==> src/rtl/im_fetch_master.sv <==
// Instruction-fetch responder: turns each IF fetch into one single-beat AXI4 read.
// Latency: 3 cycles minimum from request to delivery. Holds the IF stage in stall while AR or R is backpressured.
module im_fetch_master #(
  parameter int                  ID_WIDTH  = 4,
  parameter logic [ID_WIDTH-1:0] AR_ID     = '0,
  parameter logic [31:0]         NOP_INSTR = 32'h0000_0013
) (
  input  logic                clk,
  input  logic                rst,
  input  logic                cpu_read,
  input  logic [31:0]         cpu_addr,
  input  logic                cpu_hold,
  output logic [31:0]         cpu_instr,
  output logic                if_stall,
  output logic                fetch_err,
  output logic [ID_WIDTH-1:0] ARID,
  output logic [31:0]         ARADDR,
  output logic [3:0]          ARLEN,
  output logic [2:0]          ARSIZE,
  output logic [1:0]          ARBURST,
  output logic                ARVALID,
  input  logic                ARREADY,
  input  logic [ID_WIDTH-1:0] RID,
  input  logic [31:0]         RDATA,
  input  logic [1:0]          RRESP,
  input  logic                RLAST,
  input  logic                RVALID,
  output logic                RREADY
);

  typedef enum logic [1:0] {S_IDLE, S_AR, S_R, S_DONE} state_e;

  state_e      state_q, state_d;
  logic [31:0] addr_q, addr_d;
  logic [31:0] data_q, data_d;
  logic        err_q, err_d;
  logic        addr_match;
  logic        rid_unused;

  assign rid_unused = ^RID;
  assign addr_match = cpu_read && (cpu_addr == addr_q);

  always_ff @(posedge clk) begin
    if (rst) begin
      state_q <= S_IDLE;
      addr_q  <= '0;
      data_q  <= '0;
      err_q   <= 1'b0;
    end else begin
      state_q <= state_d;
      addr_q  <= addr_d;
      data_q  <= data_d;
      err_q   <= err_d;
    end
  end

  always_comb begin
    state_d = state_q;
    addr_d  = addr_q;
    data_d  = data_q;
    err_d   = err_q;
    case (state_q)
      S_IDLE: begin
        if (cpu_read) begin
          addr_d  = cpu_addr;
          state_d = S_AR;
        end
      end
      S_AR: begin
        if (ARREADY) state_d = S_R;
      end
      S_R: begin
        // A beat without RLAST is a protocol violation and is dropped.
        if (RVALID && RLAST) begin
          data_d  = (RRESP != 2'b00) ? NOP_INSTR : RDATA;
          err_d   = (RRESP != 2'b00);
          state_d = S_DONE;
        end
      end
      S_DONE: begin
        if (addr_match) begin
          err_d = 1'b0;
          if (!cpu_hold) state_d = S_IDLE;
        end else begin
          state_d = S_IDLE;
        end
      end
      default: state_d = S_IDLE;
    endcase
  end

  always_comb begin
    ARID      = AR_ID;
    ARLEN     = 4'd0;
    ARSIZE    = 3'b010;
    ARBURST   = 2'b01;
    ARADDR    = addr_q;
    ARVALID   = (state_q == S_AR);
    RREADY    = (state_q == S_R);
    cpu_instr = '0;
    if_stall  = 1'b1;
    fetch_err = 1'b0;
    case (state_q)
      S_IDLE: if_stall = cpu_read;
      S_DONE: begin
        // A response for an address IF has moved away from is never shown.
        cpu_instr = data_q;
        if_stall  = !addr_match;
        fetch_err = addr_match && err_q;
      end
      default: if_stall = 1'b1;
    endcase
  end

endmodule

==> config.mk <==
export PLATFORM = sky130hd
export DESIGN_NAME = im_fetch_master
export DESIGN_NICKNAME = d
export VERILOG_FILES = /design/src/rtl/im_fetch_master.sv
export SDC_FILE = /design/constraint.sdc
export NUM_CORES = 1
export LEC_CHECK = 0
export CORE_ASPECT_RATIO = 1.5
export CORE_MARGIN = 4
export CORE_UTILIZATION = 37
export CTS_BUF_LIST = sky130_fd_sc_hd__clkbuf_16
export CTS_CLUSTER_DIAMETER = 60
export DETAILED_ROUTE_END_ITERATION = 16
export PLACE_DENSITY = 0.83
export SLEW_MARGIN = 5
export SYNTH_ARGS = -nofsm -noshare
export SYNTH_HDL_FRONTEND = slang
export SYNTH_SLANG_ARGS = --single-unit
==> constraint.sdc <==
create_clock -name clk -period 2.25 [get_ports clk]
set_input_delay 0.45 -clock clk [delete_from_list [all_inputs] [get_ports clk]]
set_output_delay 0.45 -clock clk [all_outputs]
set_load 0.05 [all_outputs]
==> results.md, run 1 <==
Floorplan:
- During I/O placement, the number of pins put on the boundary was 158.
- The die outline width is 84.3 um.
- The core area is 8460 um2.
- The initialized floorplan defines a little over 40 standard-cell rows.
- The die area is around 10000 um2.
- The starting utilization of the core area is 0.382.
- In this run the vertical extent of the chip is around 120 um.

Drt:
- In the routed layout, each cell is associated on average with a via count of 4.96.
- The wire length after detailed routing is 10100 um.
- In the routed design, unresolved DRC markers number 0.
- The final antenna-violating net count is 0.
- After the first detailed-routing iteration, the DRC count stood at 119.
- The number of optimization iterations in the first detailed-route pass is 4.
- For this block, the via count after detailed routing is 3346.
- After detailed routing, the average wire length per cell comes to 15.0 um.

Logic synthesis:
- sky130_fd_sc_hd__nand2_1 is the most common cell in the netlist.
- The average instance in the mapped netlist occupies 7.66 um2.
- Counting flops and latches in the post-synthesis netlist gives 67.
- In this run, distinct cell masters in the synthesized netlist total 38.
- In the synthesized netlist, the cells that appear most often are 101 x sky130_fd_sc_hd__nand2_1, 67 x sky130_fd_sc_hd__dfxtp_1, 63 x sky130_fd_sc_hd__a21oi_1.
- The largest area contributor in the synthesized netlist is sky130_fd_sc_hd__dfxtp_1.
- Counting every instance in the synthesized netlist gives 422.
- Counting flops with a built-in enable in the synthesized netlist gives 0.
- The sequential-to-total area share from yosys stat is 0.415.
- By area the synthesized netlist is led by sky130_fd_sc_hd__dfxtp_1 42%, sky130_fd_sc_hd__nand2_1 12%, sky130_fd_sc_hd__a21oi_1 9.8%.
- The Yosys step of the flow raised 0 warnings.
- For this run, the leading register cell type out of synthesis is sky130_fd_sc_hd__dfxtp_1.
- The area share of the largest cell type after synthesis is 0.415.
- The share of async-settable or async-resettable flops after synthesis is 0.
- The cell area after technology mapping is approximately 3200 um2.

Power:
- Across the VDD grid, the largest voltage drop is just under 0.6 mV.
- The total leakage power is 2.03 nW.
- The total power density per cell area is 829 nW/um2.
- The design draws around 4.5 mW.

Timing:
- The share of the clock period used by the worst path is 1.17.
- The remaining max-slew budget at the tightest pin is 0.640.
- The number of max-slew violations in the final report is 0.
- Across all setup checks in the final design, the least slack found is -391 ps.
- The worst setup skew after layout is ~1.7 ps.
- The hold violation count in the final report came to 0.
- Setup repair after global routing could not meet its margin everywhere.
- The slew at the pin closest to its max-slew limit is ~540 ps.
- The final critical-path required period is between 2000 and 3000 ps.
- Derived from the worst setup path, the maximum achievable clock frequency is 0.379 GHz.
- Setup violations remaining at the end of the flow were counted as 2.

Setup path:
- Data on the critical path is required at its endpoint by 1800 ps.
- The endpoint type of the worst setup path is an output pin.
- The signal on the critical path passes through clkdlybuf4s50_1 -> clkinv_1 -> a2111oi_4 -> nand4_2 -> a211o_4 -> buf_8.
- The startpoint-to-endpoint class of the critical path is primary input to output pin.
- The worst stage delay on the critical path is a little over 500 ps.
- The highest fanout seen on the critical path is 2.
- The arrival time of data at the critical path endpoint is about 2200 ps.
- For this design, the slowest cell found on the critical path is sky130_fd_sc_hd__clkdlybuf4s50_1.
- STA classifies the critical path startpoint as a primary input.

Outcome:
- The flow ran to the end, but the final reports show violations.
- The final reports fail on negative setup slack.

Clocking:
- In this run, post-CTS hold repair placed 0 buffers.
- In this run the deepest clock path goes through 2 buffers.
- The CTS sink count is 67.
- TritonCTS built the clock tree.
- The clock-pin slew on the worst setup and hold paths is 50 ps.
- The number of levels the H-tree was split into is 3.
- The number of buffers added by the clock tree synthesis step is 9.
- In this run the clock root is driven by a sky130_fd_sc_hd__clkbuf_16.
- After clock tree synthesis, the setup repair step added 0 buffers.
- For the worst-skew pair, the clock arrives at the later sink with an insertion delay of about 320 ps.

Placed design:
- OpenSTA, run right after detailed placement, puts the worst setup slack at -683 ps.
- The number of port buffers is 140.
- The wire-length estimate of the detail-placed layout is 7650 um.
- The placer congestion estimate is 0.902.
- Counting tap cells, the placed design contains a total of 660 instances.

Final layout:
- The post-synthesis to final-layout area growth is 67.2%.
- The fraction of final layout cells with drive strength greater than 1 is 0.157.
- The layout net count is 646.
- The number of antenna diodes is 0.
- The number of standard cells in the layout, taps in and fillers out is 674.

Worst hold path:
- The path category of the worst min-delay check is primary input to register.

Global route:
- The number of antenna violations at the first check in global routing is 0.
- The first global-routing pass estimated 16300 um of wire.
- The pin count of the biggest net entering global routing is 37.
- The number of global-route vias before repair is 3447.
- The global-route total usage across every layer is 0.198.
- The remaining global-route overflow is 0.

Flow run:
- The max-cap check violation count is 0.
## registers in the layout, indices dropped and copies added (netlist names)
signal / flops
err_q: 1
ARADDR: 32
data_q: 32
state_q: 2
## layer usage
layer	routed length [um]	track usage	share of wire
met3	1010	0.0826	0.10
met2	5320	0.361	0.52
met1	3620	0.198	0.36
met4	184	0.0775	0.018
met5	0	0	0
## power by group
group | switching (mW) | internal [mW] | leakage [nW] | total (mW)
sequential | 0.118 | 1.32 | 0.547 | 1.44
clock | 0.478 | 0.718 | 0.128 | 1.20
combinational | 1.15 | 0.695 | 1.36 | 1.84
## layout by cell type, fill, tap and decap left out, types with 2 or more instances in the layout
| master | count |
|---|---|
| sky130_fd_sc_hd__a21oi_1 | 63 |
| sky130_fd_sc_hd__and2_1 | 33 |
| sky130_fd_sc_hd__buf_12 | 34 |
| sky130_fd_sc_hd__buf_2 | 2 |
| sky130_fd_sc_hd__buf_4 | 21 |
| sky130_fd_sc_hd__clkbuf_16 | 9 |
| sky130_fd_sc_hd__clkdlybuf4s50_1 | 87 |
| sky130_fd_sc_hd__clkinv_1 | 3 |
| sky130_fd_sc_hd__conb_1 | 13 |
| sky130_fd_sc_hd__dfxtp_1 | 63 |
| sky130_fd_sc_hd__dfxtp_2 | 2 |
| sky130_fd_sc_hd__dfxtp_4 | 2 |
| sky130_fd_sc_hd__dlygate4sd2_1 | 14 |
| sky130_fd_sc_hd__ha_1 | 5 |
| sky130_fd_sc_hd__inv_1 | 8 |
| sky130_fd_sc_hd__inv_2 | 2 |
| sky130_fd_sc_hd__nand2_1 | 101 |
| sky130_fd_sc_hd__nand2b_1 | 2 |
| sky130_fd_sc_hd__nand3_1 | 32 |
| sky130_fd_sc_hd__nand4_1 | 5 |
| sky130_fd_sc_hd__nor2_1 | 6 |
| sky130_fd_sc_hd__nor2b_1 | 2 |
| sky130_fd_sc_hd__nor3_1 | 4 |
| sky130_fd_sc_hd__nor4_1 | 3 |
| sky130_fd_sc_hd__o22ai_1 | 2 |
| sky130_fd_sc_hd__xnor2_1 | 21 |
| sky130_fd_sc_hd__xnor2_2 | 3 |
## layout make-up
| type | count | area [um2] |
|---|---|---|
| Clock inverter | 5 | 22.5 |
| Fill cell | 719 | 3060 |
| Tap cell | 107 | 134 |
| Multi-Input combinational cell | 315 | 1750 |
| Clock buffer | 9 | 225 |
| Sequential cell | 67 | 1350 |
| Inverter | 10 | 37.5 |
| Timing Repair Buffer | 161 | 1880 |
## kinds of logic (layout without fill, tap and decap cells)
logic type      after synthesis  in the layout  share of synthesized area
other cells                   2             13                    0.00232
xor+xnor                     26             26                     0.0705
mux                           1              1                    0.00310
simple gates                195            195                      0.285
flops                        67             67                      0.415
compound gates               75             75                      0.130
buf+inv                      51            185                     0.0744
fa+ha+maj                     5              5                     0.0194
## critical path, delay by kind of cell
family,cells,cell delay [ps]
compound gates,2,760
buf+inv,3,790
simple gates,1,190
## timing repair
item | 4_1_cts | 5_1_grt
gates resized for setup | 26 | 2
pin swaps | 11 | 2
setup endpoints to repair | 4 | 3
## per-stage QoR
| stage | util | area (um2) | hold WS [ps] | setup TNS, ps |
|---|---|---|---|---|
| floorplan | - | 3300 | 427 | -109 |
| global placement | 0.605 | 5120 | 434 | -1910 |
| detailed placement | 0.605 | 5120 | 441 | -2280 |
| CTS | 0.638 | 5400 | 386 | -747 |
| global route | 0.638 | 5400 | 394 | -877 |
| finish | 0.638 | 5400 | 394 | -717 |
## final timing paths
kind | from | to | slack [ps] | cells past startpoint
min | cpu_addr[7] | ARADDR[7]$_SDFFE_PP0P_ | 390 | 3
max reg2reg | ARADDR[7]$_SDFFE_PP0P_ | state_q[0]$_SDFFE_PP0P_ | 190 | 7
max | cpu_addr[1] | if_stall | -390 | 6
min reg2reg | data_q[3]$_SDFFE_PP0P_ | data_q[3]$_SDFFE_PP0P_ | 440 | 2
Note: power is estimated with default switching activity, not from simulation.
==> run 2, diff against run 1 <==
--- a/config.mk
+++ b/config.mk
@@ -5,6 +5,7 @@
 export SDC_FILE = /design/constraint.sdc
 export NUM_CORES = 1
 export LEC_CHECK = 0
+export ABC_AREA = 0
 export CORE_ASPECT_RATIO = 1.5
 export CORE_MARGIN = 4
 export CORE_UTILIZATION = 37
@@ -12,6 +13,7 @@
 export CTS_CLUSTER_DIAMETER = 60
 export DETAILED_ROUTE_END_ITERATION = 16
 export PLACE_DENSITY = 0.83
+export RECOVER_POWER = 100
 export SLEW_MARGIN = 5
 export SYNTH_ARGS = -nofsm -noshare
 export SYNTH_HDL_FRONTEND = slang
==> results.md, run 2 (synthesized netlist as in run 1, its figures left out) <==
Outcome:
- The run finished, with violations left.
- The checks that failed: negative setup slack.

Clocking:
- The clock passes through at most 2 buffers.
- The number of setup buffers added after CTS is 0.
- Clock-pin slew was measured on the worst setup and hold paths at approximately 50 ps.
- The number of clock buffers added by TritonCTS is 9.
- The TritonCTS clock tree is done.
- For this design, the sink count on the clock tree is between 60 and 70.
- The number of levels the H-tree was split into is 3.
- The root cell of the clock tree is sky130_fd_sc_hd__clkbuf_16.
- The clock latency at the later pin of the worst-skew pair is between 300 and 400 ps.

Setup path:
- The kind of start point of the critical path is a primary input.
- The required time of the critical path is 1800 ps.
- The highest fanout seen on the critical path is 2.
- The setup slack on the worst flop-to-flop path is 190 ps.
- The startpoint-to-endpoint class of the critical path is primary input to output pin.
- STA classifies the critical path endpoint as an output pin.
- Data arrives at the worst endpoint at around 2200 ps.

Timing:
- Setup repair after global routing could not meet its margin everywhere.
- Based on the critical path, the design can be clocked at up to approximately 0.38 GHz.
- The number of max-slew violations in the final report is 0.
- Setup violations remaining at the end of the flow were counted as 2.
- The worst pin sits at a relative slew slack of 0.501.
- The setup TNS is -712 ps.
- The worst setup skew after layout is ~2.5 ps.
- The hold violation count in the final report came to 0.
- The slew at the pin closest to its max-slew limit is 749 ps.
- The final critical-path required period is 2640 ps.
- In the post-route analysis, the smallest setup slack over all paths is -388 ps.
- The share of the clock period used by the worst path is 1.17.

Drt:
- The post-detailed-route wirelength per cell is about 15 um.
- The final antenna-violating net count is 0.
- The wire length after detailed routing is 10100 um.
- In this run, the number of DRC markers left after iteration 0 of detailed routing was 112.
- The detailed-route DRC error count is 0.
- The routed via count is 3347.
- Dividing the detail-routed via count by the number of cells gives 4.97.
- The first detailed-routing pass ran for 6 iterations.

Placed design:
- Buffers placed on the I/O ports in this run total 140.
- Counting tap cells, the placed design contains a total of between 600 and 700 instances.
- Detailed placement ended at an HPWL of 7650 um.
- Before CTS, the worst setup slack after placement is -683 ps.
- The congestion estimate from routability-driven global placement came to 0.902.

Final layout:
- The repair_antennas step left the layout with diodes totalling 0.
- The post-synthesis to final-layout area growth is 66.7%.
- The finished layout holds 674 standard cells, fillers aside.
- The fraction of final layout cells with drive strength greater than 1 is 0.152.
- Counting the fill cells in the layout gives 724.
- The most common cell after layout, fill and taps aside is sky130_fd_sc_hd__nand2_1.
- In the layout the commonest cells are 101 x sky130_fd_sc_hd__nand2_1, 63 x sky130_fd_sc_hd__dfxtp_1, 63 x sky130_fd_sc_hd__a21oi_1.
- Summing all multi-input logic gate instances after layout gives 1750 um2.
- The layout net count is 646.
- Registers take ~1400 um2.

Power:
- The analysis attributes to net switching a power of around 1.7 mW.
- The total leakage power is 2.08 nW.
- Of the total power, registers draw 0.325.
- VDD sags by at most between 0.5 and 0.6 mV.
- The fraction of power spent switching nets is 0.394.
- The share of total power dissipated in combinational logic is 0.405.
- The internal portion of the total power is 2.68 mW.
- The total power density per cell area is roughly 820 nW/um2.
- The clock network fraction of design power is 0.271.

Floorplan:
- The starting utilization of the core area is 0.382.
- The die covers roughly 10000 um2.
- The number of top-level design ports is between 150 and 200.
- The vertical die dimension is 122 um.
- The die is about 84 um wide.
- The core area is ~8500 um2.
- The initialized floorplan defines a little over 40 standard-cell rows.

Global route:
- The number of global-route vias before repair is 3447.
- The pin count of the biggest net entering global routing is 37.
- The first global-routing pass estimated 16300 um of wire.
- Across every metal layer, demand over resource in global routing totals 0.198.
- The number of antenna violations at the first check in global routing is 0.
- The remaining global-route overflow is 0.

Flow run:
- The tool flagged a number of max-cap violations equal to 0.

Worst hold path:
- The path class of the tightest hold or removal check is primary input to register.
[run 2: area by class of cell]
cell class / instances / share of cell area
inverters: 10 / 0.00697
clock inverters: 5 / 0.00418
clock buffers: 9 / 0.0418
flip-flops and latches: 67 / 0.251
repair buffers: 161 / 0.346
well taps: 107 / 0.0249
multi-input cells: 315 / 0.325
[run 2: worst paths after layout]
path	from	endpoint	cells after the start
worst max register to register	state_q[0]$_SDFFE_PP0P_	data_q[12]$_SDFFE_PP0P_	6
worst max-delay path	cpu_addr[1]	if_stall	6
worst min-delay path	cpu_addr[7]	ARADDR[7]$_SDFFE_PP0P_	3
worst min register to register	data_q[10]$_SDFFE_PP0P_	data_q[10]$_SDFFE_PP0P_	2
[run 2: critical path, stage by stage]
cell                              delay (ps)
sky130_fd_sc_hd__clkdlybuf4s50_1         510
sky130_fd_sc_hd__clkinv_1                130
sky130_fd_sc_hd__a2111oi_4               380
sky130_fd_sc_hd__nand4_2                 190
sky130_fd_sc_hd__a211o_4                 380
sky130_fd_sc_hd__buf_8                   150
[run 2: per-stage QoR]
| stage | hold slack [ps] | util | power [mW] | area [um2] |
|---|---|---|---|---|
| final | 395 | 0.636 | 4.43 | 5390 |
| after global routing | 394 | 0.636 | 4.66 | 5390 |
| after CTS | 386 | 0.638 | 4.52 | 5400 |
| after detailed placement | 441 | 0.605 | 3.27 | 5120 |
| after global placement | 434 | 0.605 | 3.23 | 5120 |
| after floorplan | 427 | - | 2.67 | 3300 |
[run 2: per-layer routing]
metal | track usage | vias to the layer above | routed length, um
met1 | 0.198 | 1565 | 3580
met2 | 0.361 | 126 | 5380
met3 | 0.0826 | 11 | 980
met5 | 0 | - | 0
met4 | 0.0775 | 0 | 185
li1 | - | 1645 | -
[run 2: what timing repair did]
item                       4_1_cts  5_1_grt
pin swaps                       11        2
gates resized for setup         26        2
hold buffers                     0        0
setup endpoints to repair        4        3
[run 2: power by group through the flow]
stage	combinational, mW	sequential, mW	clock, mW
2_1_floorplan	0.880	1.79	0
3_3_place_gp	1.78	1.45	0
3_5_place_dp	1.81	1.46	0
4_1_cts	1.85	1.44	1.23
5_1_grt	1.93	1.45	1.28
6_report	1.79	1.44	1.20
==> run 3, diff against run 2 <==
--- a/config.mk
+++ b/config.mk
@@ -7,7 +7,7 @@
 export LEC_CHECK = 0
 export ABC_AREA = 0
 export CORE_ASPECT_RATIO = 1.5
-export CORE_MARGIN = 4
+export CORE_MARGIN = 5
 export CORE_UTILIZATION = 37
 export CTS_BUF_LIST = sky130_fd_sc_hd__clkbuf_16
 export CTS_CLUSTER_DIAMETER = 60
==> constraint.sdc (replaced) <==
create_clock -name clk -period 2.25 [get_ports clk]
set_input_delay 0.45 -clock clk [delete_from_list [all_inputs] [get_ports clk]]
set_output_delay 0.45 -clock clk [all_outputs]
set_load 0.005 [all_outputs]
==> results.md, run 3 (synthesized netlist as in run 1, its figures left out) <==
Outcome:
- The run finished, with violations left.
- The checks that failed: negative setup slack.

Floorplan:
- The core area is 8460 um2.
- Measured along the y axis, the die boundary spans 124 um.
- The die area is 10700 um2.
- In this run the count of I/O pins placed on the die edge is 158.
- The floorplan step set the die width to approximately 86 um.
- In this run the core area contains 41 standard-cell rows.
- The starting utilization of the core area is 0.382.

Placed design:
- The count of buffers added on input and output ports is 140.
- The HPWL after detailed placement is 7830 um.
- Once placement completed, the tool counted placed cells totaling 685.
- Routability-driven placement finished with a final weighted congestion of 0.858.

Clocking:
- The clock latency at the later pin of the worst-skew pair is between 300 and 400 ps.
- The root cell of the clock tree is sky130_fd_sc_hd__clkbuf_16.
- The hold buffer count at cts is 0.
- In this run, CTS created clock tree buffers numbering 9.
- The H-tree was split into 3 levels.
- No sink is reached through more buffers than the 2 on the longest clock path.
- TritonCTS built the clock tree.
- After clock tree synthesis, the clock-pin slew on the worst setup and hold paths is ~50 ps.
- The clock net in this run drives a total of 67 sinks.

Setup path:
- The required time of the critical path is 1800 ps.
- The highest fanout seen on the critical path is 2.
- The kind of start point of the critical path is a register.
- The arrival time of data at the critical path endpoint is about 2000 ps.
- The number of cells on the worst reg-to-reg path is 8.
- The critical path in this run is classified as register to output pin.
- The endpoint type of the worst setup path is an output pin.

Global route:
- Global routing finished with a remaining overflow of 0.
- The number of global-route vias before repair is approximately 3500.
- The busiest layer in global routing is met2.
- For this run, the total global-route usage over all layers was measured as 0.192.
- For met3 alone, demand over resource in global routing was 0.0794.
- The first global-routing pass estimated approximately 17000 um of wire.
- The global-route met2 utilization is 0.338.
- The pin count of the biggest net entering global routing is 33.
- The number of antenna violations at the first check in global routing is 0.
- The met1 track demand over resource in global routing is 0.203.

Timing:
- The worst setup skew after layout is 6.05 ps.
- Timing would allow up to 0.409 GHz.
- For the pin with the worst max-slew slack, the measured transition is 695 ps.
- Setup repair after global routing could not meet its margin everywhere.
- Dividing the final minimum period by the clock period gives 1.09.
- The worst pin sits at a relative slew slack of 0.537.
- Setup violations remaining at the end of the flow were counted as 2.
- The smallest clock period supported by the final layout is computed as 2450 ps.
- The number of max-slew violations in the final report is 0.
- Hold timing on the final database bottoms out at a slack of roughly 450 ps.
- The hold violation count in the final report is 0.
- Across all setup checks in the final design, the least slack found is -197 ps.

Power:
- The share of total power dissipated in sequential elements is 0.337.
- Cell internal power was estimated by the tool at 2.91 mW.
- The fraction of power spent switching nets is 0.313.
- The power share of the combinational group is 0.333.
- The total power density per cell area is around 800 nW/um2.
- The worst ir drop on vdd is roughly 0.48 mV.
- The share of total power dissipated in the clock network is 0.330.
- The analysis attributes to net switching a power of ~1.3 mW.
- The total leakage power is 2.15 nW.

Final layout:
- The layout net count is 672.
- The post-synthesis to final-layout area growth is 64.4%.
- The number of standard cells in the layout, taps in and fillers out is 702.
- Leaving out fill and tap cells, the most frequent cell in the layout is sky130_fd_sc_hd__nand2_1.
- Leaving out fill and tap cells, the most frequent cells in the layout are 101 x sky130_fd_sc_hd__nand2_1, 84 x sky130_fd_sc_hd__clkdlybuf4s50_1, 64 x sky130_fd_sc_hd__dfxtp_1.
- In the final layout, the share of cells above drive strength 1 is 0.145.
- The number of antenna diodes is 0.

Drt:
- The final antenna-violating net count is 0.
- The number of DRC markers in iteration 0 is 84.
- The pre-antenna-repair detailed-routing pass consisted of 4 iterations.
- The routed via count is 3461.
- After detailed routing, the number of vias per cell comes to 4.93.
- In the final routed layout, each cell accounts on average for 14.5 um.
- After detailed routing, the number of remaining DRC violations is 0.
- The wire length after detailed routing is between 10000 and 15000 um.

Worst hold path:
- The path class of the tightest hold or removal check is register to register.
- The number of stages on the worst hold path is 2.

Flow run:
- The max-cap check violation count is 0.
run 3: changes by cell type in the layout (fill, tap and decap cells not counted), sizes merged:
cell	before	now
clkdlybuf4s50	55	84
dlymetal6s2s	1	2
clkinvlp	0	3
clkinv	4	2
buf	54	48
dlygate4sd2	14	21
dlygate4sd3	32	29
bufinv	0	1
clkdlybuf4s15	0	1
clkbuf	14	11
run 3: final timing paths:
kind / start / to / slack, ps
setup reg to reg: ARADDR[7]$_SDFFE_PP0P_ / state_q[0]$_SDFFE_PP0P_ / 170
hold reg to reg: data_q[5]$_SDFFE_PP0P_ / data_q[5]$_SDFFE_PP0P_ / 450
setup / recovery: ARADDR[7]$_SDFFE_PP0P_ / if_stall / -200
hold / removal: data_q[5]$_SDFFE_PP0P_ / data_q[5]$_SDFFE_PP0P_ / 450
run 3: metal layers:
metal	wire length, um	share of wire
met1	3660	0.36
met2	5240	0.51
met3	1150	0.11
met4	131	0.013
met5	0	0
run 3: timing repair:
item,in CTS,in global routing
gates resized for setup,47,3
buffers inserted,1,0
pin swaps,15,0
setup endpoints to repair,24,8
run 3: area by class of cell:
cell class / instances / area [um2]
clock inverters: 7 / 75.1
repair buffers: 187 / 1730
inverters: 10 / 38.8
well taps: 107 / 134
flip-flops and latches: 67 / 1350
multi-input cells: 315 / 1770
fillers: 755 / 3150
clock buffers: 9 / 225
run 3: per-stage QoR:
stage          utilization  instance area, um2  total power [mW]  worst slack [ps]  TNS, ps
2_1_floorplan            -                3270              2.14              48.9        0
3_3_place_gp         0.586                4960              2.86              -918    -2600
3_5_place_dp         0.586                4960              2.91              -934    -2680
4_1_cts              0.627                5300              4.32              -214     -344
5_1_grt              0.628                5310              4.50              -308    -1300
6_report             0.628                5310              4.24              -197     -313
run 3: worst max-delay path: stages (launching register included):
cell and delay (ps):
sky130_fd_sc_hd__dfxtp_2 320, sky130_fd_sc_hd__xor2_1 150, sky130_fd_sc_hd__a2111o_1 390, sky130_fd_sc_hd__a2111oi_4 210, sky130_fd_sc_hd__nand4_2 170, sky130_fd_sc_hd__a211o_1 300, sky130_fd_sc_hd__buf_2 130
run 3: power groups by stage:
stage	sequential [mW]	combinational (mW)	clock, mW
after floorplan	1.45	0.685	0
after global placement	1.43	1.44	0
after detailed placement	1.44	1.48	0
after CTS	1.42	1.47	1.43
after global routing	1.44	1.56	1.50
final	1.43	1.41	1.40
